--- config.mk ---
export PLATFORM = sky130hd
export DESIGN_NAME = fib_tmr_buf_sched
export DESIGN_NICKNAME = d
export VERILOG_FILES = /design/src/rtl/fib_tmr_pkg.sv /design/src/rtl/fib_tmr_buf_sched_fifo.sv /design/src/rtl/fib_tmr_buf_sched.sv
export SDC_FILE = /design/constraint.sdc
export NUM_CORES = 1
export LEC_CHECK = 0
export BUFFER_PORTS_ARGS = -buffer_cell sky130_fd_sc_hd__buf_2
export CORE_ASPECT_RATIO = 0.9
export CORE_MARGIN = 1.5
export CORE_UTILIZATION = 40
export DETAILED_ROUTE_END_ITERATION = 7
export PLACE_DENSITY = 0.56
export SKIP_CTS_REPAIR_TIMING = 1
export SLEW_MARGIN = 20
export SYNTH_ARGS = -nofsm -noshare
export SYNTH_HDL_FRONTEND = slang
export SYNTH_SLANG_ARGS = --single-unit
export TNS_END_PERCENT = 10
--- constraint.sdc ---
create_clock -name clk -period 6.25 [get_ports clk]
set_input_delay 1.25 -clock clk [delete_from_list [all_inputs] [get_ports clk]]
set_output_delay 1.25 -clock clk [all_outputs]
set_load 0.02 [all_outputs]
--- src/rtl/fib_tmr_pkg.sv ---
// Shared definitions for the Fibonacci/Timer buffer scheduler.
// Holds the communication-FSM state type, the default data width and the
// state-to-LED one-hot map used for the front-panel indicator.
package fib_tmr_pkg;

  localparam int unsigned DEFAULT_DATA_W = 16;
  localparam int unsigned LED_W          = 6;

  typedef enum logic [2:0] {
    S_IDLE      = 3'd0,
    S_COMM_F    = 3'd1,
    S_WAIT_F    = 3'd2,
    S_COMM_T    = 3'd3,
    S_WAIT_T    = 3'd4,
    S_BUF_EMPTY = 3'd5
  } state_t;

  // bit0 IDLE, bit1 COMM_F, bit2 WAIT_F, bit3 COMM_T, bit4 WAIT_T, bit5 BUF_EMPTY
  function automatic logic [LED_W-1:0] led_of(input state_t s);
    logic [LED_W-1:0] v;
    v = '0;
    unique case (s)
      S_IDLE:      v = 6'b000001;
      S_COMM_F:    v = 6'b000010;
      S_WAIT_F:    v = 6'b000100;
      S_COMM_T:    v = 6'b001000;
      S_WAIT_T:    v = 6'b010000;
      S_BUF_EMPTY: v = 6'b100000;
      default:     v = '0;
    endcase
    return v;
  endfunction

endpackage

--- src/rtl/fib_tmr_buf_sched_fifo.sv ---
// sync_fifo: single-clock FIFO shared by the Fibonacci and Timer producers.
// Ports:
//   clk, rst      clock, synchronous active-high reset (discards contents)
//   push, pop     write / read strobes (caller guarantees no push when full,
//                 no pop when empty)
//   wdata, rdata  write data / head-of-queue data (rdata is combinational)
//   count         occupancy 0..DEPTH
//   full, empty   registered flags, exact on the same edge as count
module sync_fifo #(
  parameter int unsigned DATA_W = 16,
  parameter int unsigned DEPTH  = 8
) (
  input  logic                       clk,
  input  logic                       rst,
  input  logic                       push,
  input  logic                       pop,
  input  logic [DATA_W-1:0]          wdata,
  output logic [DATA_W-1:0]          rdata,
  output logic [$clog2(DEPTH):0]     count,
  output logic                       full,
  output logic                       empty
);

  localparam int unsigned AW = $clog2(DEPTH);
  localparam logic [AW:0]   CNT_ONE  = (AW+1)'(1);
  localparam logic [AW:0]   CNT_FULL = (AW+1)'(DEPTH);
  localparam logic [AW-1:0] PTR_ONE  = AW'(1);

  logic [DATA_W-1:0] mem [DEPTH];
  logic [AW-1:0]     wr_ptr;
  logic [AW-1:0]     rd_ptr;
  logic [AW:0]       count_d;

  always_comb begin
    count_d = count;
    unique case ({push, pop})
      2'b10:   count_d = count + CNT_ONE;
      2'b01:   count_d = count - CNT_ONE;
      default: count_d = count;
    endcase
  end

  // Pointers wrap naturally because DEPTH is a power of two.
  always_ff @(posedge clk) begin
    if (rst) begin
      wr_ptr <= '0;
      rd_ptr <= '0;
      count  <= '0;
      full   <= 1'b0;
      empty  <= 1'b1;
    end else begin
      if (push) wr_ptr <= wr_ptr + PTR_ONE;
      if (pop)  rd_ptr <= rd_ptr + PTR_ONE;
      count <= count_d;
      full  <= (count_d == CNT_FULL);
      empty <= (count_d == '0);
    end
  end

  always_ff @(posedge clk) begin
    if (push) mem[wr_ptr] <= wdata;
  end

  assign rdata = mem[rd_ptr];

endmodule

--- src/rtl/fib_tmr_buf_sched.sv ---
// fib_tmr_buf_sched: schedules the Fibonacci and Timer producers into one
// shared FIFO and paces the consumer feeding the display path.
// Ports:
//   clk, rst               system clock, synchronous active-high reset
//   start_f, start_t       one-cycle pulses: start/continue a producer
//   stop_f_t               one-cycle pulse: stop production, drain buffer
//   f_valid/f_data/f_ack   Fibonacci producer handshake (ack combinational)
//   t_valid/t_data/t_ack   Timer producer handshake (ack combinational)
//   cons_tick              slow enable; requests one pop
//   data_2, data_2_valid   popped word (held) and one-cycle valid pulse
//   buffer_full/empty      FIFO occupancy flags
//   led                    registered one-hot state indicator
module fib_tmr_buf_sched
  import fib_tmr_pkg::*;
#(
  parameter int unsigned DATA_W = DEFAULT_DATA_W,
  parameter int unsigned DEPTH  = 8,
  parameter int unsigned LOW_WM = 4
) (
  input  logic              clk,
  input  logic              rst,
  input  logic              start_f,
  input  logic              start_t,
  input  logic              stop_f_t,
  input  logic              f_valid,
  input  logic [DATA_W-1:0] f_data,
  output logic              f_ack,
  input  logic              t_valid,
  input  logic [DATA_W-1:0] t_data,
  output logic              t_ack,
  input  logic              cons_tick,
  output logic [DATA_W-1:0] data_2,
  output logic              data_2_valid,
  output logic              buffer_full,
  output logic              buffer_empty,
  output logic [LED_W-1:0]  led
);

  localparam int unsigned CW = $clog2(DEPTH) + 1;
  localparam logic [CW-1:0] RESUME_CNT = CW'(LOW_WM);

  state_t            state;
  state_t            state_d;
  logic              push;
  logic              pop;
  logic [DATA_W-1:0] wdata;
  logic [DATA_W-1:0] rdata;
  logic [CW-1:0]     count;

  // Acks are gated by the registered full flag, so a push can never land on
  // a full FIFO during the one cycle before the FSM reaches WAIT_x.
  assign f_ack = (state == S_COMM_F) && f_valid && !buffer_full;
  assign t_ack = (state == S_COMM_T) && t_valid && !buffer_full;
  assign push  = f_ack || t_ack;
  assign wdata = f_ack ? f_data : t_data;
  assign pop   = cons_tick && !buffer_empty && (state != S_IDLE);

  sync_fifo #(
    .DATA_W (DATA_W),
    .DEPTH  (DEPTH)
  ) u_fifo (
    .clk   (clk),
    .rst   (rst),
    .push  (push),
    .pop   (pop),
    .wdata (wdata),
    .rdata (rdata),
    .count (count),
    .full  (buffer_full),
    .empty (buffer_empty)
  );

  always_comb begin
    state_d = state;
    unique case (state)
      S_IDLE: begin
        if (start_f)      state_d = S_COMM_F;
        else if (start_t) state_d = S_COMM_T;
      end
      S_COMM_F: begin
        if (stop_f_t)         state_d = S_BUF_EMPTY;
        else if (buffer_full) state_d = S_WAIT_F;
      end
      S_WAIT_F: begin
        if (stop_f_t)                 state_d = S_BUF_EMPTY;
        else if (count <= RESUME_CNT) state_d = S_COMM_F;
      end
      S_COMM_T: begin
        if (stop_f_t)         state_d = S_BUF_EMPTY;
        else if (buffer_full) state_d = S_WAIT_T;
      end
      S_WAIT_T: begin
        if (stop_f_t)                 state_d = S_BUF_EMPTY;
        else if (count <= RESUME_CNT) state_d = S_COMM_T;
      end
      S_BUF_EMPTY: begin
        // Wait for the last popped word to leave data_2 before idling.
        if (buffer_empty && !data_2_valid) state_d = S_IDLE;
      end
      default: state_d = S_IDLE;
    endcase
  end

  // led is decoded from the next state so it tracks the state register
  // on the same edge.
  always_ff @(posedge clk) begin
    if (rst) begin
      state        <= S_IDLE;
      led          <= led_of(S_IDLE);
      data_2       <= '0;
      data_2_valid <= 1'b0;
    end else begin
      state        <= state_d;
      led          <= led_of(state_d);
      data_2_valid <= pop;
      if (pop) data_2 <= rdata;
    end
  end

endmodule
==> Word-level counts from Yosys, hierarchy flattened <==
Memory sizes are Yosys's and may differ from the RTL's. A register that Yosys moved wholly into a read port is not among the register bits.
Index checks and enable logic that the tools add are counted.
{ "totals": {"output_inout_bits": 27, "ramBits": 128, "regBits": 22, "elab_cells": 59, "memories": 1, "in_bits": 40} }
{ "op_classes": {"mux": 17, "eq_ne": 13, "order_cmp": 1, "reduce_logical": 15, "add_sub_neg": 4} }
{ "memory_table": {"columns": ["memory", "words", "word_bits", "read_ports", "rd_ports_with_merged_regs", "write_ports", "line", "source"], "rows": [
  ["u_fifo.mem", 8, 16, 1, 1, 1, "fib_tmr_buf_sched_fifo.sv:29", "logic [DATA_W-1:0] mem [DEPTH];"]
]} }
{ "op_table": {"columns": ["op", "n"], "rows": [
  ["$pmux 6 s6", 1],
  ["$mux 3", 11],
  ["$pmux 3 s6", 1],
  ["$mux 16", 1],
  ["$eq 3x2->1 const B", 4],
  ["$eq 3x3->1 const B", 4],
  ["$pmux 4 s2", 1],
  ["$logic_and 1x1->1", 7],
  ["$add 3x1->3 const B", 2],
  ["$eq 3x1->1 const B", 2],
  ["$logic_not 3->1", 2],
  ["$add 4x1->4 const B", 1],
  ["$eq 4x4->1 const B", 1],
  ["$le 4x3->1 const B", 1],
  ["$logic_not 4->1", 1],
  ["$sub 4x1->4 const B", 1],
  ["$logic_not 1->1", 3],
  ["$reduce_bool 3->1", 1],
  ["$eq 2x1->1 const B", 1],
  ["$eq 2x2->1 const B", 1],
  ["$mux 1", 2],
  ["$logic_or 1x1->1", 1]
]} }

==> Logic depth before layout (Yosys ltp) <==
{ "logic_depth": {"depth_word": 7, "mapped_depth": 13, "ltp_nobuf": 11} }

==> Modules after synthesis <==
From an unflattened synthesis, not the netlist that was laid out.
{ "unflattened": {"cells_unflattened": 408, "area_unflattened_um2": 6905.4} }
{ "modules_own_cells": {"columns": ["module", "area_per_inst_um2", "seq_area_each_um2", "cells_per_inst", "n_inst"], "rows": [
  ["sync_fifo", 5616.6, 4144.0, 258, 1],
  ["fib_tmr_buf_sched", 1288.7, 520.5, 150, 1]
]} }

==> Worst setup path before layout <==
No wires, ideal clock.
{ "synth_path": {"path_type": "input-to-reg", "start": "in f_valid", "end": "mem u_fifo.mem[0][0] (enable)", "arrival_time_ns": 2.830, "setup_time_ns": 0.409, "path_buffers": 0, "t_required_ns": 5.841, "stages": 4, "slack_ns": 3.011, "cell_sequence": "nand2b_1 -> a21oi_2 -> nand2b_1 -> nor3_1"} }
{ "synth_via": {"elab_chain_len": 5} }
{ "synth_rtl": {"columns": ["item", "line", "source"], "rows": [
  ["start: declaration", "fib_tmr_buf_sched.sv:25", "input logic f_valid,"],
  ["$logic_and 1x1->1 (2 in series)", "fib_tmr_buf_sched.sv:52", "assign f_ack = (state == S_COMM_F) && f_valid && !buffer_full;"],
  ["$logic_or 1x1->1", "fib_tmr_buf_sched.sv:54", "assign push = f_ack || t_ack;"],
  ["$mux 1", "fib_tmr_buf_sched_fifo.sv:61", "if (push) mem[wr_ptr] <= wdata;"],
  ["$mux 1 (implied by the code)", "fib_tmr_buf_sched_fifo.sv:61", null],
  ["end: declaration", "fib_tmr_buf_sched_fifo.sv:29", null]
]} }
No other way between the ends.

==> Worst setup path after layout <==
{ "layout_path": {"start": "in f_valid", "end": "out f_ack"} }
{ "layout_via": {"elab_chain_len": 2} }
{ "layout_rtl": {"columns": ["item", "line", "source"], "rows": [
  ["$logic_and 1x1->1 (2 in series)", "fib_tmr_buf_sched.sv:52", null],
  ["end: declaration", "fib_tmr_buf_sched.sv:27", "output logic f_ack,"]
]} }
No other way between the ends.

==> implementation parameters <==
Parameter                              Value

Status
  Outcome    finished, final reports clean

Worst setup path
  Slowest CP cell    sky130_fd_sc_hd__or2_1
  Critical path data arrival time    2.24 ns
  Worst Setup Start Kind    input pin
  Start-to-end type of the worst setup path    input pin to primary output
  Largest delay contributor family on the critical path    buffers and inverters
  Cell occurring most often along the worst timing path    sky130_fd_sc_hd__buf_2
  Req. time, crit path    5.00 ns
  CP endpoint kind    primary output
  Worst Path Max Fanout    17
  CP max stage delay    0.22 ns
  Worst-path cell chain    buf_2, nand2b_1, or2_1, buf_4, inv_6, buf_2
  Critical path buffers and inverters    4

Global routing
  Global route total overflow    0
  Global-route wire length before repair    21,000 um
  GRT Total Usage    16.3%
  Maximum number of pins on one net before global-route repair    39
  Initial antenna violation count    0
  Number of global-route vias before repair    3,809

STA
  Final Setup Violations    0
  Final cycle utilization of the critical path    55.8%
  Max-slew headroom    34.2%
  Summed negative setup slack over all endpoints    0 ns
  Number of endpoints with negative hold slack in the final report    0
  Unrepaired setup endpoints after global routing    false
  Final setup skew    0.00577 ns
  Top achievable clock speed    287 MHz
  Final slew viol count    0
  Final Worst Setup Slack    2.76 ns
  Measured slew at the worst slew-check pin    0.987 ns
  Min Clock Period, post-route    3.49 ns

Floorplan
  Floorplan die height    125 um
  Starting utilization of the core area    41.0%
  Ports placed on the boundary    67
  Die Footprint    17,400 um2
  Overall die width    139 um
  Core area    16,200 um2
  Row count    44

Final layout
  Area added between synthesis and finish    17.2%
  Ratio of cells with drive above 1 in the final layout    29.5%
  Register area    4610 um2
  FILL cells    1,427
  Footprint of the multi-input gates    1880 um2
  Ant diodes    0
  Commonest cells after routing, fill and taps aside    sky130_fd_sc_hd__edfxtp_1, sky130_fd_sc_hd__buf_2, sky130_fd_sc_hd__nand2_1
  Leading cell type in the layout, fill and taps excluded    sky130_fd_sc_hd__edfxtp_1
  Final core area utilization    48.1%
  Final net count    537

Logic synthesis
  Most frequently used flop master after synthesis    sky130_fd_sc_hd__edfxtp_1
  Area of the mapped netlist    6640 um2
  Yosys synthesis warning count    0
  Mapped Nets    464
  Average instance area after synthesis    15.8 um2
  Library cells used by synthesis    46
  Post-synthesis register bit count    166
  Fraction of registers with async set/reset    0%
  Number of instances in the synthesized netlist    419
  Sequential fraction of the synthesis area    69.4%
  Post-synth EDFFs    128

Clock tree
  Clock buffer depth    2
  Clock latency on the worst-skew pair    0.42 ns
  Clock tree from TritonCTS    built
  Level count of the clock H-tree    4
  Clock buffer count from CTS    17
  Clock transition at the registers of the reported paths    0.06 ns
  Clock tree sinks    166
  Clock Tree Root    sky130_fd_sc_hd__clkbuf_16

Routing
  Detail Route Antenna Nets    0
  Iteration count of the initial detailed-routing pass    4
  Detailed-route wire length    13,300 um
  Average routed wire per standard cell    18.7 um
  DRC violation total after the first TritonRoute iteration    298
  Residual DRC count    0
  Number of vias after detailed routing    3,713
  Vias per Instance    5.21

Placed design
  Placer congestion estimate    0.776
  Count of buffers from port buffering    66
  Setup Slack @ Placement    2.78 ns
  Estimated wirelength of the detail-placed design    7960 um

Pwr
  Worst vdd rail ir drop    213 uV
  Power Density    347 nW/um2
  Static leakage power    2.74 nW

Run
  Max-cap check violation count    0

Worst hold path
  Class of the tightest hold or removal check    flip-flop to flip-flop
## final timing paths
path,startpoint,endpoint,slack (ns),depth (start not counted)
setup / recovery,f_valid,f_ack,2.76,6
hold / removal,data_2[12],data_2[12],0.50,2
setup reg to reg,state[0],u_fifo.full,3.47,11
hold reg to reg,data_2[12],data_2[12],0.50,2
## cell families after synthesis
group / Yosys count / synth area share [%]
flops: 166 / 69.4
simple gates: 119 / 7.69
mux: 52 / 13.9
compound gates: 39 / 4.47
buf+inv: 29 / 2.47
xor+xnor: 9 / 1.19
fa+ha+maj: 5 / 0.943
## registers in the layout (all words and copies together), names as in the netlist
| name | flops |
|---|---|
| u_fifo.full | 1 |
| led | 6 |
| data_2_valid | 1 |
| u_fifo.count | 4 |
| u_fifo.empty | 1 |
| u_fifo.mem | 128 |
| u_fifo.rd_ptr | 3 |
| u_fifo.wr_ptr | 3 |
| state | 3 |
| data_2 | 16 |
## where the power goes
group | total (mW) | switching [mW] | internal [mW]
Sequential | 1.30 | 0.0314 | 1.27
Clock | 1.04 | 0.412 | 0.624
Combinational | 0.361 | 0.219 | 0.141
Total | 2.70 | 0.663 | 2.04
## routing by layer
| layer | part of all wire [%] | routed length, um | track usage [%] |
|---|---|---|---|
| met5 | 0 | 0 | 0 |
| met4 | 1.0 | 134 | 5.64 |
| met3 | 3.7 | 496 | 4.10 |
| met2 | 49 | 6510 | 26.4 |
| met1 | 46 | 6200 | 21.5 |
## cells in the mapped netlist, types with 2 or more instances
| master | instances | area share (%) |
|---|---|---|
| sky130_fd_sc_hd__mux2i_1 | 20 | 3.0 |
| sky130_fd_sc_hd__ha_1 | 5 | 0.94 |
| sky130_fd_sc_hd__mux4_2 | 32 | 11 |
| sky130_fd_sc_hd__buf_4 | 3 | 0.34 |
| sky130_fd_sc_hd__nor2b_1 | 3 | 0.28 |
| sky130_fd_sc_hd__o21ai_0 | 2 | 0.15 |
| sky130_fd_sc_hd__nor3_1 | 3 | 0.23 |
| sky130_fd_sc_hd__edfxtp_1 | 128 | 58 |
| sky130_fd_sc_hd__buf_2 | 10 | 0.75 |
| sky130_fd_sc_hd__xor2_1 | 5 | 0.66 |
| sky130_fd_sc_hd__a21oi_1 | 4 | 0.30 |
| sky130_fd_sc_hd__inv_1 | 3 | 0.17 |
| sky130_fd_sc_hd__buf_6 | 2 | 0.34 |
| sky130_fd_sc_hd__nor3b_1 | 3 | 0.34 |
| sky130_fd_sc_hd__clkbuf_1 | 6 | 0.34 |
| sky130_fd_sc_hd__a211oi_1 | 16 | 1.8 |
| sky130_fd_sc_hd__buf_1 | 2 | 0.11 |
| sky130_fd_sc_hd__xnor2_1 | 4 | 0.53 |
| sky130_fd_sc_hd__nor2_1 | 42 | 2.4 |
| sky130_fd_sc_hd__o21a_1 | 2 | 0.23 |
| sky130_fd_sc_hd__nand2_1 | 55 | 3.1 |
| sky130_fd_sc_hd__nand2b_1 | 5 | 0.47 |
| sky130_fd_sc_hd__a22o_1 | 2 | 0.26 |
| sky130_fd_sc_hd__dfxtp_1 | 38 | 11 |
| sky130_fd_sc_hd__or2_1 | 2 | 0.19 |
| sky130_fd_sc_hd__a31o_2 | 2 | 0.26 |
## metrics by stage
step                hold slack, ns  instance area, um2  power (mW)  std cells
floorplan                    0.462                6640        1.59        419
global placement             0.483                7190        1.68        680
detailed placement           0.487                7190        1.69        680
CTS                          0.496                7780        2.73        712
global route                 0.520                7780        2.81        712
finish                       0.502                7780        2.70        712
## worst reg2reg max path, cell delays in order, from the launching register on
cell	delay (ns)
sky130_fd_sc_hd__dfxtp_1	0.44
sky130_fd_sc_hd__or3b_1	0.43
sky130_fd_sc_hd__a21oi_2	0.26
sky130_fd_sc_hd__inv_1	0.13
sky130_fd_sc_hd__ha_1	0.27
sky130_fd_sc_hd__xor2_1	0.16
sky130_fd_sc_hd__ha_1	0.19
sky130_fd_sc_hd__a21oi_1	0.17
sky130_fd_sc_hd__xnor2_1	0.14
sky130_fd_sc_hd__nor2_1	0.06
sky130_fd_sc_hd__xnor2_1	0.22
sky130_fd_sc_hd__nor4bb_1	0.23
## area by class of cell
type / instances / share of cell area [%]
Multi-Input combinational cell: 224 / 24.2
Sequential cell: 166 / 59.2
Clock buffer: 18 / 5.52
Inverter: 5 / 0.306
Clock inverter: 14 / 2.03
Tap cell: 207 / 3.33
Timing Repair Buffer: 78 / 5.40
No activity file was read; power rests on OpenSTA's default activity.
